===== config.mk =====
export PLATFORM = sky130hd
export DESIGN_NAME = cache_mem_ctrl
export DESIGN_NICKNAME = d
export VERILOG_FILES = /design/src/rtl/cache_pkg.sv /design/src/rtl/cache_mem_ctrl_wb_buffer.sv /design/src/rtl/cache_mem_ctrl.sv
export SDC_FILE = /design/constraint.sdc
export NUM_CORES = 1
export LEC_CHECK = 0
export CAP_MARGIN = 20
export CORE_ASPECT_RATIO = 0.8
export CORE_MARGIN = 2
export CORE_UTILIZATION = 50
export DETAILED_ROUTE_END_ITERATION = 8
export HOLD_SLACK_MARGIN = 0.02
export PLACE_DENSITY = 0.84
export SLEW_MARGIN = 20
export SYNTH_ARGS = -nofsm -noshare
export SYNTH_HDL_FRONTEND = slang
export SYNTH_SLANG_ARGS = --single-unit

===== constraint.sdc =====
create_clock -name clk -period 4 [get_ports clk]
set_input_delay 1 -clock clk [delete_from_list [all_inputs] [get_ports clk]]
set_output_delay 1 -clock clk [all_outputs]
set_load 0.01 [all_outputs]

===== src/rtl/cache_pkg.sv =====
// Shared types and helpers for the cache memory-side controller.
// Holds state encodings, default widths and the line-alignment function.
package cache_pkg;

  localparam int ADDR_W         = 32;
  localparam int OFS_BITS       = 6;
  localparam int LINE_SIZE_BITS = 32;
  localparam int WB_DEPTH_DEF   = 4;

  typedef logic [1:0] state_t;

  localparam state_t ST_IDLE = 2'd0;
  localparam state_t ST_RD   = 2'd1;
  localparam state_t ST_RESP = 2'd2;
  localparam state_t ST_WR   = 2'd3;

  function automatic logic [ADDR_W-1:0] line_addr(
    input logic [ADDR_W-1:0] a
  );
    logic [ADDR_W-1:0] m;
    m = '1;
    m[OFS_BITS-1:0] = '0;
    return a & m;
  endfunction

endpackage


===== src/rtl/cache_mem_ctrl_wb_buffer.sv =====
// Write-back buffer: FIFO of evicted lines with a youngest-match lookup.
// Ports: push/pop handshake, head entry, full/empty/overflow, lookup hit+data.
module wb_buffer #(
  parameter int DEPTH = 4,
  parameter int AW    = 32,
  parameter int DW    = 32
) (
  input  logic          clk,
  input  logic          rst_n,
  input  logic          push,
  input  logic [AW-1:0] push_addr,
  input  logic [DW-1:0] push_data,
  input  logic          pop,
  input  logic [AW-1:0] lookup_addr,
  output logic [AW-1:0] head_addr,
  output logic [DW-1:0] head_data,
  output logic          empty,
  output logic          full,
  output logic          overflow,
  output logic          hit,
  output logic [DW-1:0] hit_data
);

  localparam int PW = $clog2(DEPTH);
  localparam int CW = PW + 1;

  logic [AW-1:0] addr_q [DEPTH];
  logic [DW-1:0] data_q [DEPTH];
  logic [PW-1:0] wr_ptr;
  logic [PW-1:0] rd_ptr;
  logic [CW-1:0] count;
  logic          ovf_q;
  logic          do_push;
  logic          do_pop;

  assign empty = (count == '0);
  assign full  = (count == CW'(DEPTH));

  assign do_pop  = pop && !empty;
  // A full buffer still accepts a push when the head leaves this cycle.
  assign do_push = push && (!full || do_pop);

  always_ff @(posedge clk or negedge rst_n) begin
    if (!rst_n) begin
      wr_ptr <= '0;
      rd_ptr <= '0;
      count  <= '0;
      ovf_q  <= 1'b0;
    end else begin
      if (do_push)
        wr_ptr <= wr_ptr + 1'b1;
      if (do_pop)
        rd_ptr <= rd_ptr + 1'b1;
      unique case ({do_push, do_pop})
        2'b10:   count <= count + 1'b1;
        2'b01:   count <= count - 1'b1;
        default: count <= count;
      endcase
      if (push && !do_push)
        ovf_q <= 1'b1;
    end
  end

  always_ff @(posedge clk) begin
    if (do_push) begin
      addr_q[wr_ptr] <= push_addr;
      data_q[wr_ptr] <= push_data;
    end
  end

  assign head_addr = addr_q[rd_ptr];
  assign head_data = data_q[rd_ptr];
  assign overflow  = ovf_q;

  // Walk from oldest to youngest so the last match wins.
  always_comb begin
    logic [PW-1:0] idx;
    idx      = '0;
    hit      = 1'b0;
    hit_data = '0;
    for (int i = 0; i < DEPTH; i++) begin
      idx = rd_ptr + PW'(i);
      if ((CW'(i) < count) &&
          (addr_q[idx] == lookup_addr)) begin
        hit      = 1'b1;
        hit_data = data_q[idx];
      end
    end
  end

endmodule


===== src/rtl/cache_mem_ctrl.sv =====
// Memory-side stage below the cache: line fills, write-back drain, forwarding.
// Ports: cache miss/evict in, fill response out, single req/ack memory bus.
module cache_mem_ctrl #(
  parameter int ADDRESS_WIDTH  = cache_pkg::ADDR_W,
  parameter int LINE_SIZE_BITS = cache_pkg::LINE_SIZE_BITS,
  parameter int OFFSET_BITS    = cache_pkg::OFS_BITS,
  parameter int WB_DEPTH       = cache_pkg::WB_DEPTH_DEF
) (
  input  logic                      clk,
  input  logic                      rst_n,
  input  logic                      i_miss,
  input  logic [ADDRESS_WIDTH-1:0]  i_miss_addr,
  input  logic                      i_evict,
  input  logic [ADDRESS_WIDTH-1:0]  i_evict_addr,
  input  logic [LINE_SIZE_BITS-1:0] i_evict_data,
  output logic [LINE_SIZE_BITS-1:0] o_memory_line,
  output logic                      o_memory_response,
  output logic                      o_wb_full,
  output logic                      o_wb_overflow,
  output logic                      o_mem_req,
  output logic                      o_mem_we,
  output logic [ADDRESS_WIDTH-1:0]  o_mem_addr,
  output logic [LINE_SIZE_BITS-1:0] o_mem_wdata,
  input  logic                      i_mem_ack,
  input  logic [LINE_SIZE_BITS-1:0] i_mem_rdata
);

  import cache_pkg::*;

  state_t                    state_q;
  state_t                    state_nx;
  logic                      req_q;
  logic                      we_q;
  logic [ADDRESS_WIDTH-1:0]  addr_q;
  logic [LINE_SIZE_BITS-1:0] wdata_q;
  logic [LINE_SIZE_BITS-1:0] fill_q;

  logic [ADDRESS_WIDTH-1:0]  miss_line;
  logic [ADDRESS_WIDTH-1:0]  evict_line;
  logic                      wb_pop;
  logic                      wb_empty;
  logic                      wb_hit;
  logic [LINE_SIZE_BITS-1:0] wb_hit_data;
  logic [ADDRESS_WIDTH-1:0]  wb_head_addr;
  logic [LINE_SIZE_BITS-1:0] wb_head_data;

  logic start_rd;
  logic start_wr;
  logic in_bus;

  assign miss_line  = line_addr(i_miss_addr);
  assign evict_line = line_addr(i_evict_addr);
  assign wb_pop     = (state_q == ST_WR) && i_mem_ack;

  wb_buffer #(
    .DEPTH (WB_DEPTH),
    .AW    (ADDRESS_WIDTH),
    .DW    (LINE_SIZE_BITS)
  ) u_wb (
    .clk         (clk),
    .rst_n       (rst_n),
    .push        (i_evict),
    .push_addr   (evict_line),
    .push_data   (i_evict_data),
    .pop         (wb_pop),
    .lookup_addr (miss_line),
    .head_addr   (wb_head_addr),
    .head_data   (wb_head_data),
    .empty       (wb_empty),
    .full        (o_wb_full),
    .overflow    (o_wb_overflow),
    .hit         (wb_hit),
    .hit_data    (wb_hit_data)
  );

  always_ff @(posedge clk or negedge rst_n) begin
    if (!rst_n)
      state_q <= ST_IDLE;
    else
      state_q <= state_nx;
  end

  // Fill beats drain; an in-flight write is always finished first.
  always_comb begin
    state_nx = state_q;
    unique case (state_q)
      ST_IDLE: begin
        if (i_miss)
          state_nx = wb_hit ? ST_RESP : ST_RD;
        else if (!wb_empty)
          state_nx = ST_WR;
      end
      ST_RD:   if (i_mem_ack) state_nx = ST_RESP;
      ST_WR:   if (i_mem_ack) state_nx = ST_IDLE;
      ST_RESP: state_nx = ST_IDLE;
      default: state_nx = ST_IDLE;
    endcase
  end

  assign start_rd = (state_q == ST_IDLE) &&
                    (state_nx == ST_RD);
  assign start_wr = (state_q == ST_IDLE) &&
                    (state_nx == ST_WR);
  assign in_bus   = (state_nx == ST_RD) ||
                    (state_nx == ST_WR);

  // Bus fields load on entry and hold through the ack cycle.
  always_ff @(posedge clk or negedge rst_n) begin
    if (!rst_n) begin
      req_q   <= 1'b0;
      we_q    <= 1'b0;
      addr_q  <= '0;
      wdata_q <= '0;
    end else begin
      req_q <= in_bus;
      if (start_rd) begin
        we_q    <= 1'b0;
        addr_q  <= miss_line;
        wdata_q <= '0;
      end else if (start_wr) begin
        we_q    <= 1'b1;
        addr_q  <= wb_head_addr;
        wdata_q <= wb_head_data;
      end else if (!in_bus) begin
        we_q    <= 1'b0;
        addr_q  <= '0;
        wdata_q <= '0;
      end
    end
  end

  always_ff @(posedge clk or negedge rst_n) begin
    if (!rst_n)
      fill_q <= '0;
    else if ((state_q == ST_IDLE) && i_miss && wb_hit)
      fill_q <= wb_hit_data;
    else if ((state_q == ST_RD) && i_mem_ack)
      fill_q <= i_mem_rdata;
  end

  always_comb begin
    o_memory_response = (state_q == ST_RESP);
    o_memory_line     = fill_q;
    o_mem_req         = req_q;
    o_mem_we          = we_q;
    o_mem_addr        = addr_q;
    o_mem_wdata       = wdata_q;
  end

endmodule


---- Word level (Yosys, flattened, before mapping) ----
Memory sizes are Yosys's and may differ from the RTL's.
Index checks and enable logic that the tools add are counted.
storage, ports and cells
  register bits after elaboration ......... 108
  RAM bits ................................ 232
  bits of input ports ..................... 133
  output and inout bits ................... 101
  logic and storage cells ................. 84
  memories ................................ 2
operators by class
  add/sub/neg operators ................... 6
  order comparisons ....................... 4
  eq/ne operators ......................... 13
  muxes and demuxes ....................... 27
  reductions and logical operators ........ 22
memory list
  memory       words  bits a word  read ports  clocked after Yosys merged registers in  wr ports  RTL line                        source
  u_wb.data_q  4      32           4           0                                        1         cache_mem_ctrl_wb_buffer.sv:28  logic [DW-1:0] data_q [DEPTH];
  u_wb.addr_q  4      26           4           0                                        1         cache_mem_ctrl_wb_buffer.sv:27  logic [AW-1:0] addr_q [DEPTH];
operators with widths
  operator                                                   count
  two-way mux 32 bit                                         11
  equality test 32 bit                                       4
  logical AND 1 bit                                          13
  two-way mux 2 bit                                          5
  two-way mux 1 bit                                          9
  equality test 2 bit, second input constant                 4
  one-hot mux 2 bit (4 select lines)                         1
  equality test 2 x 1 -> 1 bit, second input constant        3
  less-than comparator 1 x 3 -> 1 bit, first input constant  2
  less-than comparator 2 x 3 -> 1 bit, first input constant  2
  one-hot mux 3 bit (2 select lines)                         1
  adder 2 x 1 -> 2 bit, second input constant                2
  adder 2 bit, second input constant                         2
  nonzero test 2 bit                                         2
  adder 3 x 1 -> 3 bit, second input constant                1
  equality test 3 bit, second input constant                 1
  logical NOT 1 bit                                          3
  logical NOT 3 bit                                          1
  != test 3 bit, second input constant                       1
  subtractor 3 x 1 -> 3 bit, second input constant           1
  logical NOT 2 bit                                          1
  logical OR 1 bit                                           2

---- Logic depth before layout (Yosys ltp) ----
An unclocked memory read counts as a cell.
  depth after elaboration ................. 15
  gate-level depth with buffers ........... 15
  mapped depth without buffers ............ 10

---- Cells and area by module ----
A second synthesis with hierarchy kept.
second synthesis, totals
  cell total of the unflattened synthesis .. 1607
  area total of the unflattened synthesis .. 21605.7 µm²
modules (own cells, without submodules)
  module          times used  cells each  area an instance (µm²)  sequential area each (µm²)
  wb_buffer       1           1308        17137.7                 7887.6
  cache_mem_ctrl  1           299         4468.0                  2502.4

---- Worst setup path before layout ----
OpenSTA, ideal clock, no wires.
  path kind ............................... input -> register
  from .................................... in i_miss_addr[26]
  to ...................................... reg fill_q[17] (netlist: o_memory_line[17])
  library setup time ...................... 0.077 ns
  data arrival time ....................... 3.590 ns
  required time ........................... 3.923 ns
  setup slack ............................. 0.333 ns
  stages on the path ...................... 12
  path buffers ............................ 3
  cells stage by stage .................... clkbuf_1 -> nor2b_1 -> mux2i_1 -> a2bb2oi_1 -> nor3_1 -> nor4b_1 -> nand2_1 -> buf_2 -> buf_1 -> mux2i_1 -> a221o_1 -> a21oi_1
between the ends
  word-level cells in the longest chain between the ends .. 8
  elaborated cells on any way between the ends .. 19
  those cells by class .................... eq/ne (4); mux (9); reduce/logical (6)
RTL lines
  item                                                             RTL line                        source
  start, declared                                                  cache_mem_ctrl.sv:12            input logic [ADDRESS_WIDTH-1:0] i_miss_addr,
  equality test 32 bit                                             cache_mem_ctrl_wb_buffer.sv:84  (addr_q[idx] == lookup_addr)) begin
  logical AND 1 bit                                                cache_mem_ctrl_wb_buffer.sv:83  if ((CW'(i) < count) &&
  two-way mux 1 bit (4 in series)                                  cache_mem_ctrl_wb_buffer.sv:83
  logical AND 1 bit                                                cache_mem_ctrl.sv:135           else if ((state_q == ST_IDLE) && i_miss && wb_hit)
  two-way mux 32 bit / nonzero test 2 bit (equally long branches)  n/a
  end signal, assigned                                             cache_mem_ctrl.sv:136           fill_q <= wb_hit_data;
  end signal, assigned                                             cache_mem_ctrl.sv:138           fill_q <= i_mem_rdata;
  end, declared                                                    cache_mem_ctrl.sv:36            logic [LINE_SIZE_BITS-1:0] fill_q;
Several ways; a longest one is shown, not always the timed one.
A chain may end at the register's enable or synchronous reset.

---- Worst setup path in the final report ----
  from .................................... reg u_wb.rd_ptr[1]
  to ...................................... reg fill_q[30] (netlist: o_memory_line[30])
between the ends
  word-level cells in the longest chain between the ends .. 9
  elaborated cells on any way between the ends .. 24
  those cells by class .................... add/sub (3); eq/ne (4); mux (9); reduce/logical (6); memory (2)
RTL lines
  item                                                                     RTL line                                                        source
  start, declared                                                          cache_mem_ctrl_wb_buffer.sv:30                                  logic [PW-1:0] rd_ptr;
  start signal, assigned                                                   cache_mem_ctrl_wb_buffer.sv:53                                  rd_ptr <= rd_ptr + 1'b1;
  adder 2 x 1 -> 2 bit / memory read (4 x 26 bit) (equally long branches)  n/a
  memory read (4 x 26 bit) / equality test 32 bit (equally long branches)  n/a
  equality test 32 bit / logical AND 1 bit (equally long branches)         cache_mem_ctrl_wb_buffer.sv:84, cache_mem_ctrl_wb_buffer.sv:83
  logical AND 1 bit / two-way mux 1 bit (equally long branches)            cache_mem_ctrl_wb_buffer.sv:83
  two-way mux 1 bit (3 in series)                                          cache_mem_ctrl_wb_buffer.sv:83
  logical AND 1 bit                                                        cache_mem_ctrl.sv:135
  two-way mux 32 bit / nonzero test 2 bit (equally long branches)          n/a
Several ways; a longest one is shown, not always the timed one.

==> flow_metrics.py <==
metrics = {
    "pwr": {
        "ir_drop_mv": 0.463,
        "power_density_nw_per_um2": 709,
        "p_total_mw": 17.7,
        "power_leakage_nw": 10.0,
    },
    "routing": {
        "firstDrtPassIters": 5,
        "wl_um": 64300,
        "drc": 0,
        "ant_nets": 0,
        "drt_iter0_drc": 2077,
        "via_count": 16563,
        "wl_per_cell_um": 24.6,
        "via_per_inst": 6.33,
    },
    "worst_setup_path": {
        "cp.required_ns": 4.47,
        "worstPathMaxFanout": 31,
        "crit_buf_inv": 4,
        "critPathTopFamily": "simple AND/OR/NAND/NOR gates",
        "arrival_ns": 4.38,
        "path_common_cell": "buf_12",
        "r2r_cells": 13,
        "end_kind": "flop",
        "regToRegStartpoint": "u_wb.rd_ptr[1]$_DFFE_PN0P_",
        "r2r_end": "o_memory_line[30]$_DFFE_PN0P_",
        "slowest_stage": "dfrtp_4",
        "path_class": "flop to flop",
        "cp_cell_sequence": "buf_12 -> buf_4 -> mux2i_2 -> o22a_1 -> a31oi_1 -> nor4_4 -> nand3_2 -> buf_12 -> buf_12 -> nor4_1 -> mux2i_1 -> a221o_1 -> a21oi_1",
        "r2r_slack_ns": 0.09,
        "cp-start-kind": "flop",
        "cpPeakStageDelay_ns": 0.54,
    },
    "sta": {
        "fmax_mhz": 256,
        "tightest_slew_ns": 0.973,
        "drv_slew": 0,
        "fin_crit_sh_pct": 97.8,
        "rsz0062_at_grt": "false",
        "tns_ns": 0,
        "skew_ns": 0.0271,
        "hold_viol": 0,
        "relSlewSlack_pct": 35.1,
        "setup_violations": 0,
        "min_period_ns": 3.91,
        "setup_slack_ns": 0.0876,
    },
    "clock_tree": {
        "cts_root_buffer": "clkbuf_16",
        "cts_tree": "yes",
        "clkTransAtPathRegs_ns": 0.06,
        "cts_hold_buf": 0,
        "cts_buffers": 37,
        "clockBufferDepth": 3,
        "clk-insertion-delay-late_ns": 0.56,
        "post_cts_buffers": 0,
        "cts.sinks": 334,
        "h-tree-depth": 2,
    },
    "die": {
        "die_h_um": 182,
        "ios": 234,
        "coreArea_sq_um": 39400,
        "die_area_sq_um": 41400,
        "num_rows": 65,
        "start_util_pct": 50.6,
        "die_w_um": 227,
    },
    "global_route": {
        "grt_pass1_vias": 16222,
        "overflow": 0,
        "grt_antenna_before_repair": 4,
        "grt_pass1_wl_um": 95600,
        "grt.total_usage_pct": 30.4,
        "grt_max_degree": 98,
    },
    "yosys": {
        "syn_area_sq_um": 19900,
        "ys_warn_count": 0,
        "avgSynthCellArea_sq_um": 11.2,
        "synth-seq-cells": 334,
        "syn_inst": 1781,
        "synthFlopType": "edfxtp_1",
        "synthArstFlopShare_pct": 30.5,
        "synth_cell_types": 70,
        "synth-edff-count": 232,
        "ys_seq_area_share_pct": 47.8,
    },
    "cells_and_area": {
        "nets": 2190,
        "layout_common_cells": "232 x mux2i_1, 232 x edfxtp_1, 214 x clkdlybuf4s50_1",
        "num-fill-cells": 2941,
        "syn_to_final_growth_pct": 25.6,
        "drive_gt1_share_pct": 19.2,
    },
    "status": {
        "status": "completed",
    },
    "job": {
        "max-cap-violations": 0,
    },
    "worst_hold_path": {
        "worstHoldStart": "u_wb.overflow$_DFFE_PN0P_",
        "hold-path-cell-count": 1,
        "hold_path_class": "flop to flop",
        "hold_end": "u_wb.overflow$_DFFE_PN0P_",
    },
    "place": {
        "routabilityCongestion": 0.971,
        "dp_slack_ns": -0.414,
        "post-dp-hpwl_um": 44400,
        "io_buffers": 215,
    },
}
[metrics by stage]
| stage | instances | cell area [sq um] | hold slack, ns | util (%) |
|---|---|---|---|---|
| 4_1_cts | 2612 | 24900 | 0.475 | 63.3 |
| 6_report | 2616 | 25000 | 0.468 | 63.5 |
| 5_1_grt | 2613 | 25000 | 0.510 | 63.5 |
| 3_3_place_gp | 2545 | 23700 | 0.442 | 60.2 |
| 3_5_place_dp | 2545 | 23700 | 0.457 | 60.2 |
| 2_1_floorplan | 1786 | 19900 | 0.493 | - |
[cell type report]
| type | count | area [sq um] | area share, % |
|---|---|---|---|
| Timing Repair Buffer | 386 | 3820 | 15.3 |
| Sequential cell | 334 | 9530 | 38.1 |
| Antenna cell | 4 | 10.0 | 0.0401 |
| Tap cell | 536 | 671 | 2.68 |
| Multi-Input combinational cell | 1271 | 9680 | 38.7 |
| Clock inverter | 23 | 221 | 0.886 |
| Inverter | 18 | 70.1 | 0.280 |
| Clock buffer | 44 | 982 | 3.93 |
[worst max-delay path by stage]
| stage | cells after the start | end | slack (ns) | from |
|---|---|---|---|---|
| detailed placement | 12 | o_memory_line[12]$_DFFE_PN0P_ | -0.41 | i_miss_addr[24] |
| global route | 13 | o_memory_line[9]$_DFFE_PN0P_ | 0.04 | u_wb.rd_ptr[1]$_DFFE_PN0P_ |
| global placement | 10 | o_memory_line[7]$_DFFE_PN0P_ | -0.34 | i_miss_addr[24] |
| finish | 13 | o_memory_line[30]$_DFFE_PN0P_ | 0.09 | u_wb.rd_ptr[1]$_DFFE_PN0P_ |
| CTS | 14 | o_memory_line[5]$_DFFE_PN0P_ | 0.09 | u_wb.rd_ptr[1]$_DFFE_PN0P_ |
| floorplan | 12 | o_memory_line[17]$_DFFE_PN0P_ | 0.33 | i_miss_addr[26] |
[power breakdown]
group	internal [mW]	leakage (nW)	switching [mW]
clock network	1.96	0.587	1.44
logic	4.04	5.99	4.98
registers	4.70	3.42	0.589
total	10.7	10.0	7.01
[layer usage]
metal,track usage (%),wire length (um),vias to the layer above
met5,0,16,-
met3,7.28,6800,153
met2,46.9,29100,975
met4,10.8,1980,2
li1,-,-,7284
met1,42.1,26300,8149
[synth_stat cells, types with 6 or more instances]
master | count | area, sq um
ha_1 | 9 | 113
nand2_1 | 143 | 537
a31oi_1 | 36 | 225
o21ba_2 | 6 | 60.1
xnor2_1 | 58 | 508
edfxtp_1 | 232 | 6970
nand3_1 | 12 | 60.1
and2_1 | 19 | 119
nand4_1 | 11 | 68.8
buf_4 | 14 | 105
a21oi_1 | 87 | 435
buf_6 | 6 | 67.6
or2_2 | 23 | 144
nor3_1 | 14 | 70.1
nor2_1 | 67 | 251
and3_1 | 40 | 250
nor2b_1 | 8 | 50.1
buf_1 | 17 | 63.8
mux2i_1 | 235 | 2350
or3_1 | 6 | 37.5
inv_1 | 15 | 56.3
o21ai_0 | 105 | 526
o22ai_1 | 15 | 93.8
a21o_1 | 36 | 270
dfrtp_1 | 102 | 2550
clkbuf_1 | 98 | 368
nor4_1 | 32 | 200
buf_2 | 26 | 130
a22oi_1 | 12 | 90.1
nor3b_1 | 30 | 225
xor2_1 | 24 | 210
mux4_2 | 23 | 518
o211ai_1 | 7 | 52.6
a211oi_1 | 7 | 52.6
a22o_1 | 8 | 70.1
mux2_2 | 89 | 1000
a221o_1 | 46 | 460
or4_1 | 6 | 45.0
[registers in the layout (all words and copies together), names as in the netlist]
| name | flops |
|---|---|
| o_mem_we | 1 |
| u_wb.addr_q | 104 |
| o_mem_addr | 26 |
| o_mem_req | 1 |
| u_wb.count | 3 |
| o_mem_wdata | 32 |
| u_wb.rd_ptr | 2 |
| state_q | 2 |
| o_memory_line | 32 |
| u_wb.data_q | 128 |
| u_wb.overflow | 1 |
| u_wb.wr_ptr | 2 |
[worst reg2reg max path, stage by stage (launching register included)]
cell	delay [ns]
dfrtp_4	0.54
buf_12	0.26
buf_4	0.25
mux2i_2	0.35
o22a_1	0.19
a31oi_1	0.20
nor4_4	0.45
nand3_2	0.18
buf_12	0.21
buf_12	0.17
nor4_1	0.36
mux2i_1	0.13
a221o_1	0.38
a21oi_1	0.16
[what timing repair did]
| item | CTS | global route |
|---|---|---|
| resized for setup | 2 | 9 |
| pin swaps | 0 | 1 |
| setup endpoints to repair | 44 | 40 |
| hold endpoints to repair | 0 | 0 |
| gates cloned | 0 | 0 |
[cell families after synthesis]
logic type / count (synthesis) / synth area share, %
flip-flops: 334 / 47.8
XOR/XNOR: 82 / 3.61
multiplexers: 347 / 19.5
adder cells (fa/ha/maj): 9 / 0.566
buffers and inverters: 181 / 4.18
other: 1 / 0.0188
AND/OR/NAND/NOR: 428 / 11.1
AO/OA/AOI/OAI: 399 / 13.3
Note: power is estimated with default switching activity, not from simulation.
